File: config.mk
export PLATFORM = sky130hd
export DESIGN_NAME = bit_divider_8_flat
export DESIGN_NICKNAME = d
export VERILOG_FILES = /design/src/rtl/bit_divider_8_if.sv /design/src/rtl/bit_divider_8.sv /design/src/flat_wrapper.sv
export SDC_FILE = /design/constraint.sdc
export NUM_CORES = 1
export LEC_CHECK = 0
export ABC_CLOCK_PERIOD_IN_PS = 5000
export BUFFER_PORTS_ARGS = -buffer_cell sky130_fd_sc_hd__buf_2
export CELL_PAD_IN_SITES_DETAIL_PLACEMENT = 0
export CELL_PAD_IN_SITES_GLOBAL_PLACEMENT = 2
export CORE_ASPECT_RATIO = 0.9
export CORE_UTILIZATION = 38
export CTS_CLUSTER_SIZE = 28
export DETAILED_ROUTE_END_ITERATION = 12
export HOLD_SLACK_MARGIN = 0.12
export PLACE_DENSITY = 0.82
export SLEW_MARGIN = 20
export SYNTH_ARGS = -nofsm -noshare
export SYNTH_HDL_FRONTEND = slang
export SYNTH_SLANG_ARGS = --single-unit
File: constraint.sdc
create_clock -name Clk -period 5 [get_ports Clk]
set_input_delay 1 -clock Clk [delete_from_list [all_inputs] [get_ports Clk]]
set_output_delay 1 -clock Clk [all_outputs]
set_load 0.01 [all_outputs]
File: src/rtl/bit_divider_8_if.sv
// Operand/result bundle for bit_divider_8.
// master: the side that issues Start and operands; slave: the divider.
interface bit_divider_8_if #(
    parameter int WIDTH = 8
);
    logic             Start;
    logic [WIDTH-1:0] Dividend;
    logic [WIDTH-1:0] Divisor;
    logic             Busy;
    logic             Done;
    logic [WIDTH-1:0] Quotient;
    logic [WIDTH-1:0] Remainder;
    logic             DivByZero;
    logic             Ovf;

    modport master (
        output Start, Dividend, Divisor,
        input  Busy, Done, Quotient, Remainder, DivByZero, Ovf
    );

    modport slave (
        input  Start, Dividend, Divisor,
        output Busy, Done, Quotient, Remainder, DivByZero, Ovf
    );
endinterface

File: src/rtl/bit_divider_8.sv
// Sequential restoring (shift-subtract) divider, WIDTH iterations per result.
// Define BIT_DIVIDER_SIGNED_EN for two's-complement operands with sign
// correction and overflow flag; otherwise operands are unsigned and Ovf is 0.
//
// state | meaning
// IDLE  | waiting for Start; operands captured on the Start edge
// LOAD  | divide-by-zero check, form magnitudes, clear partial remainder
// ITER  | one shift/trial-subtract step per edge, WIDTH steps
// FIX   | sign correction, register Quotient/Remainder
// DONE  | Done high, results held until Start returns low
module bit_divider_8 #(
    parameter int WIDTH = 8
) (
    input  logic           Clk,
    input  logic           Reset,
    bit_divider_8_if.slave bus
);
    localparam int CW = $clog2(WIDTH);

    typedef enum logic [2:0] {S_IDLE, S_LOAD, S_ITER, S_FIX, S_DONE} state_t;

    state_t           state_q, state_d;
    logic [CW-1:0]    cnt_q, cnt_d;
    logic [WIDTH-1:0] dvd_q, dvd_d;         // raw captured dividend
    logic [WIDTH-1:0] dvs_q, dvs_d;         // raw captured divisor
    logic [WIDTH-1:0] mag_dvs_q, mag_dvs_d;
    logic [WIDTH-1:0] quo_q, quo_d;         // dividend bits shift out, quotient bits shift in
    logic [WIDTH:0]   rem_q, rem_d;         // partial remainder
    logic             busy_q, busy_d;
    logic             done_q, done_d;
    logic [WIDTH-1:0] quotient_q, quotient_d;
    logic [WIDTH-1:0] remainder_q, remainder_d;
    logic             dbz_q, dbz_d;
    logic             ovf_q, ovf_d;

    logic [WIDTH:0]   rem_shift;
    logic [WIDTH:0]   trial;

    // Next-state, datapath and result computation.
    always_comb begin
        state_d     = state_q;
        cnt_d       = cnt_q;
        dvd_d       = dvd_q;
        dvs_d       = dvs_q;
        mag_dvs_d   = mag_dvs_q;
        quo_d       = quo_q;
        rem_d       = rem_q;
        quotient_d  = quotient_q;
        remainder_d = remainder_q;
        dbz_d       = dbz_q;
        ovf_d       = ovf_q;

        // Partial remainder never exceeds the divisor, so dropping its MSB
        // on the shift loses nothing.
        rem_shift = (WIDTH+1)'({rem_q, quo_q[WIDTH-1]});
        trial     = rem_shift - {1'b0, mag_dvs_q};

        case (state_q)
            S_IDLE: begin
                if (bus.Start) begin
                    dvd_d   = bus.Dividend;
                    dvs_d   = bus.Divisor;
                    state_d = S_LOAD;
                end
            end
            S_LOAD: begin
                if (dvs_q == '0) begin
                    quotient_d  = '1;
                    remainder_d = dvd_q;
                    dbz_d       = 1'b1;
                    ovf_d       = 1'b0;
                    state_d     = S_DONE;
                end else begin
`ifdef BIT_DIVIDER_SIGNED_EN
                    quo_d     = dvd_q[WIDTH-1] ? -dvd_q : dvd_q;
                    mag_dvs_d = dvs_q[WIDTH-1] ? -dvs_q : dvs_q;
`else
                    quo_d     = dvd_q;
                    mag_dvs_d = dvs_q;
`endif
                    rem_d   = '0;
                    cnt_d   = '0;
                    state_d = S_ITER;
                end
            end
            S_ITER: begin
                if (trial[WIDTH]) begin
                    rem_d = rem_shift;
                    quo_d = {quo_q[WIDTH-2:0], 1'b0};
                end else begin
                    rem_d = trial;
                    quo_d = {quo_q[WIDTH-2:0], 1'b1};
                end
                cnt_d = cnt_q + 1'b1;
                if (cnt_q == CW'(WIDTH - 1)) begin
                    state_d = S_FIX;
                end
            end
            S_FIX: begin
`ifdef BIT_DIVIDER_SIGNED_EN
                // Quotient truncates toward zero; remainder follows dividend sign.
                quotient_d  = (dvd_q[WIDTH-1] ^ dvs_q[WIDTH-1]) ? -quo_q : quo_q;
                remainder_d = dvd_q[WIDTH-1] ? -rem_q[WIDTH-1:0] : rem_q[WIDTH-1:0];
                ovf_d       = (dvd_q == {1'b1, {(WIDTH-1){1'b0}}}) && (&dvs_q);
`else
                quotient_d  = quo_q;
                remainder_d = rem_q[WIDTH-1:0];
                ovf_d       = 1'b0;
`endif
                dbz_d   = 1'b0;
                state_d = S_DONE;
            end
            S_DONE: begin
                if (!bus.Start) begin
                    state_d = S_IDLE;
                end
            end
            default: state_d = S_IDLE;
        endcase

        busy_d = (state_d == S_LOAD) || (state_d == S_ITER) || (state_d == S_FIX);
        done_d = (state_d == S_DONE);
    end

    // State, datapath and registered outputs.
    always_ff @(posedge Clk or negedge Reset) begin
        if (!Reset) begin
            state_q     <= S_IDLE;
            cnt_q       <= '0;
            dvd_q       <= '0;
            dvs_q       <= '0;
            mag_dvs_q   <= '0;
            quo_q       <= '0;
            rem_q       <= '0;
            busy_q      <= 1'b0;
            done_q      <= 1'b0;
            quotient_q  <= '0;
            remainder_q <= '0;
            dbz_q       <= 1'b0;
            ovf_q       <= 1'b0;
        end else begin
            state_q     <= state_d;
            cnt_q       <= cnt_d;
            dvd_q       <= dvd_d;
            dvs_q       <= dvs_d;
            mag_dvs_q   <= mag_dvs_d;
            quo_q       <= quo_d;
            rem_q       <= rem_d;
            busy_q      <= busy_d;
            done_q      <= done_d;
            quotient_q  <= quotient_d;
            remainder_q <= remainder_d;
            dbz_q       <= dbz_d;
            ovf_q       <= ovf_d;
        end
    end

    assign bus.Busy      = busy_q;
    assign bus.Done      = done_q;
    assign bus.Quotient  = quotient_q;
    assign bus.Remainder = remainder_q;
    assign bus.DivByZero = dbz_q;
    assign bus.Ovf       = ovf_q;
endmodule

File: src/flat_wrapper.sv
// flat-port wrapper written by rule: the top's interface ports become plain ports
module bit_divider_8_flat 
#(
    parameter int WIDTH = 8
)
  (Clk, Reset, bus_Start, bus_Dividend, bus_Divisor, bus_Busy, bus_Done, bus_Quotient, bus_Remainder, bus_DivByZero, bus_Ovf);
  bit_divider_8_if #(.WIDTH(WIDTH)) bus_i ();
  input  logic Clk;
  input  logic Reset;
  input wire logic [$bits(bus_i.Start)-1:0] bus_Start;
  input wire logic [$bits(bus_i.Dividend)-1:0] bus_Dividend;
  input wire logic [$bits(bus_i.Divisor)-1:0] bus_Divisor;
  output wire logic [$bits(bus_i.Busy)-1:0] bus_Busy;
  output wire logic [$bits(bus_i.Done)-1:0] bus_Done;
  output wire logic [$bits(bus_i.Quotient)-1:0] bus_Quotient;
  output wire logic [$bits(bus_i.Remainder)-1:0] bus_Remainder;
  output wire logic [$bits(bus_i.DivByZero)-1:0] bus_DivByZero;
  output wire logic [$bits(bus_i.Ovf)-1:0] bus_Ovf;
  assign bus_i.Start = bus_Start;
  assign bus_i.Dividend = bus_Dividend;
  assign bus_i.Divisor = bus_Divisor;
  assign bus_Busy = bus_i.Busy;
  assign bus_Done = bus_i.Done;
  assign bus_Quotient = bus_i.Quotient;
  assign bus_Remainder = bus_i.Remainder;
  assign bus_DivByZero = bus_i.DivByZero;
  assign bus_Ovf = bus_i.Ovf;
  bit_divider_8 #(.WIDTH(WIDTH)) u_core (.Clk(Clk), .Reset(Reset), .bus(bus_i));
endmodule
==> reports/results.txt <==
Status -> finished with violations
Failing checks -> DRC
Num CTS Buffers -> 9
CP max FO -> 11
Static Leakage -> 1.68 nW
Slew HR -> 0.336
Fin Clk Skew -> 0.0130 ns
PostCTS Resize Cnt -> 0
R2r setup slk -> 2.26 ns
Setup Fix Bufs, Post-CTS -> 0
Final std cells w/o fill -> 423
Maximum buffer depth of the clock tree -> 2
Die width -> 97.8 um
Clock-pin slew on the worst setup and hold paths -> 0.08 ns
Area growth from synthesis to layout -> 14.9%
Starting density of the core -> 0.391
Number of global-route vias before repair -> 2,062
Clock latency on the worst-skew pair -> 0.34 ns
Via Count -> 2,137
# rows -> 31
Pre-antenna DRT Iters -> 8
Avg Cell Area, Syn -> 11.2 um2
Synthesized Nets -> 311
Cell area after synthesis -> 3140 um2
Die H -> 88.3 um
Largest net degree at the start of global routing -> 40
Global-route wire length before repair -> 10.5 mm
Post-synth EDFFs -> 0
IO Pins -> 39
Final Power -> 2.60 mW
Share of layout cells above drive strength 1 -> 0.284
DRT antenna net count -> 0
Worst Reg-to-Reg Cells -> 9
Synth top area cells -> dfrtp_1 (52%), mux2i_1 (6.1%), mux2_2 (5.0%)
Grt ovf -> 0
Hold slack -> 0.505 ns
Place WS -> 2.27 ns
Die area -> 8640 um2
Final TNS setup -> 0 ns
CTS Root Cell -> clkbuf_8
CTS Sinks -> 65
Cts hold-fix bufs -> 0
Post-route setup slack -> 2.26 ns
Minimum clock period -> 2.74 ns
Max_cap viols -> 0
Synth Warn # -> 0
Worst Path Required -> 5.21 ns
H-tree depth -> 3
Placeable Area -> 8030 um2
Startpoint types -> flop
Main synth FF type -> dfrtp_1
TritonCTS clock tree -> built
R2R Path End -> u_core.rem_q[2]
Via density -> 5.05
Slew of the pin with the lowest slew margin -> 0.995 ns
Setup-failing EPs final -> 0
CP Capture Type -> flop
Most common cell in the netlist -> dfrtp_1
WL/cell -> 14.6 um
DR DRC count -> 5
Post-synthesis sequential area ratio -> 0.518
Fin nets -> 349
Crit path DAT -> 2.95 ns
FFs w/ async S/R, synth -> 1.00
Initial antenna violation count -> 0
Tot GR Track Use -> 0.159
Maximum VDD drop -> 0.216 mV
N_diodes -> 0
CP startpoint -> u_core.quo_q[7]
Yosys top cell area share -> 0.518
Period Utilization, post-route -> 0.548
Endpoints failing hold -> 0
Cell Pwr Density -> 720 nW/um2
Reg-to-reg startpoint -> u_core.quo_q[7]
Hold Path Class -> flop to flop
Gate Count Post-Synth -> 281
Pins Over Slew Limit -> 0
Fmax -> 365 MHz
Crit path to -> u_core.rem_q[2]
Drt total wl -> 6.17 mm
PortBufs -> 37
Setup CP Type -> flop to flop
Cell type with the largest total area after synthesis -> dfrtp_1
Yosys reg bits -> 65
Post-synth top cells -> dfrtp_1 (65), nand2_1 (30), o21ai_0 (20), mux2i_1 (19), nor2_1 (15)
Gpl congestion -> 0.822
RSZ-0062 raised after global routing -> no
Number of distinct library cells after synthesis -> 46
Hpwl dp -> 4.44 mm
Placed Cells -> 407
Drt initial violations -> 103
-- flip-flops by register name, summed over array words and instances (netlist names) --
signal                flops
u_core.bus.DivByZero      1
u_core.quo_q              8
u_core.state_q            3
u_core.bus.Quotient       8
u_core.rem_q              8
u_core.bus.Busy           1
u_core.cnt_q              3
u_core.dvd_q              8
u_core.mag_dvs_q          8
u_core.bus.Remainder      8
u_core.dvs_q              8
u_core.bus.Done           1
-- logic make-up after synthesis --
family,count (synthesis),share of synthesized area
buffers and inverters,24,0.0406
adder cells (fa/ha/maj),11,0.0462
AND/OR/NAND/NOR,74,0.122
AO/OA/AOI/OAI,66,0.141
other,1,0.00119
multiplexers,35,0.118
XOR/XNOR,5,0.0139
flip-flops,65,0.518
-- layer usage --
layer  share of wire  GRT usage
met2            0.46      0.245
met3           0.031     0.0482
met1            0.50      0.215
met4          0.0091     0.0537
met5               0          0
-- cell type report --
cell class	count	area [um2]
Clock buffer	9	124
Timing Repair Buffer	40	208
Clock inverter	7	100
Inverter	11	41.3
Tap cell	99	124
Multi-Input combinational cell	192	1390
Sequential cell	65	1630
Fill cell	767	4420
-- metrics by stage --
step                      cell area (um2)  utilization
after floorplan                      3140            -
after global placement               3390        0.422
after detailed placement             3390        0.422
after CTS                            3610        0.450
after global routing                 3610        0.450
final                                3610        0.450
-- worst max-delay path: stages (launching register included) --
cell and delay [ns]:
dfrtp_1 0.38, inv_1 0.07, ha_1 0.22, fa_1 0.40
nand2b_1 0.21, a211oi_2 0.21, mux2i_1 0.12, nor2_1 0.66
mux2i_1 0.26, o22ai_1 0.09
-- power breakdown --
part           internal [mW]  switching, mW
Clock                  0.286          0.220
Sequential             0.772          0.175
Combinational          0.517          0.630
Total                   1.58           1.02
-- how the worst min path moves through the flow --
stage	startpoint	slack, ns	cells past startpoint	endpoint
after global routing	u_core.bus.Quotient[2]	0.53	1	u_core.bus.Quotient[2]
final	u_core.bus.Quotient[0]	0.51	1	u_core.bus.Quotient[0]
after detailed placement	u_core.bus.Quotient[0]	0.49	1	u_core.bus.Quotient[0]
after CTS	u_core.bus.Quotient[0]	0.51	1	u_core.bus.Quotient[0]
after global placement	u_core.bus.Quotient[0]	0.49	1	u_core.bus.Quotient[0]
after floorplan	u_core.cnt_q[0]	0.47	1	u_core.cnt_q[0]
-- placed cells by master, fill, tap and decap left out, drive strengths merged, types with 2 or more instances in the layout --
cell type and instances:
dfrtp 65, o22a 8, mux2i 19, a21oi 16, bufinv 2, nand3 4
a21o 3, mux2 16, nor2 21, ha 10, xnor2 3, nand2 30
buf 40, clkinv 2, or4 2, o21ai 27, o311ai 3, a31o 2
xor2 2, a211oi 2, nor2b 3, inv 14, clkbuf 9, nand2b 8
(Power assumes the default switching activity.)
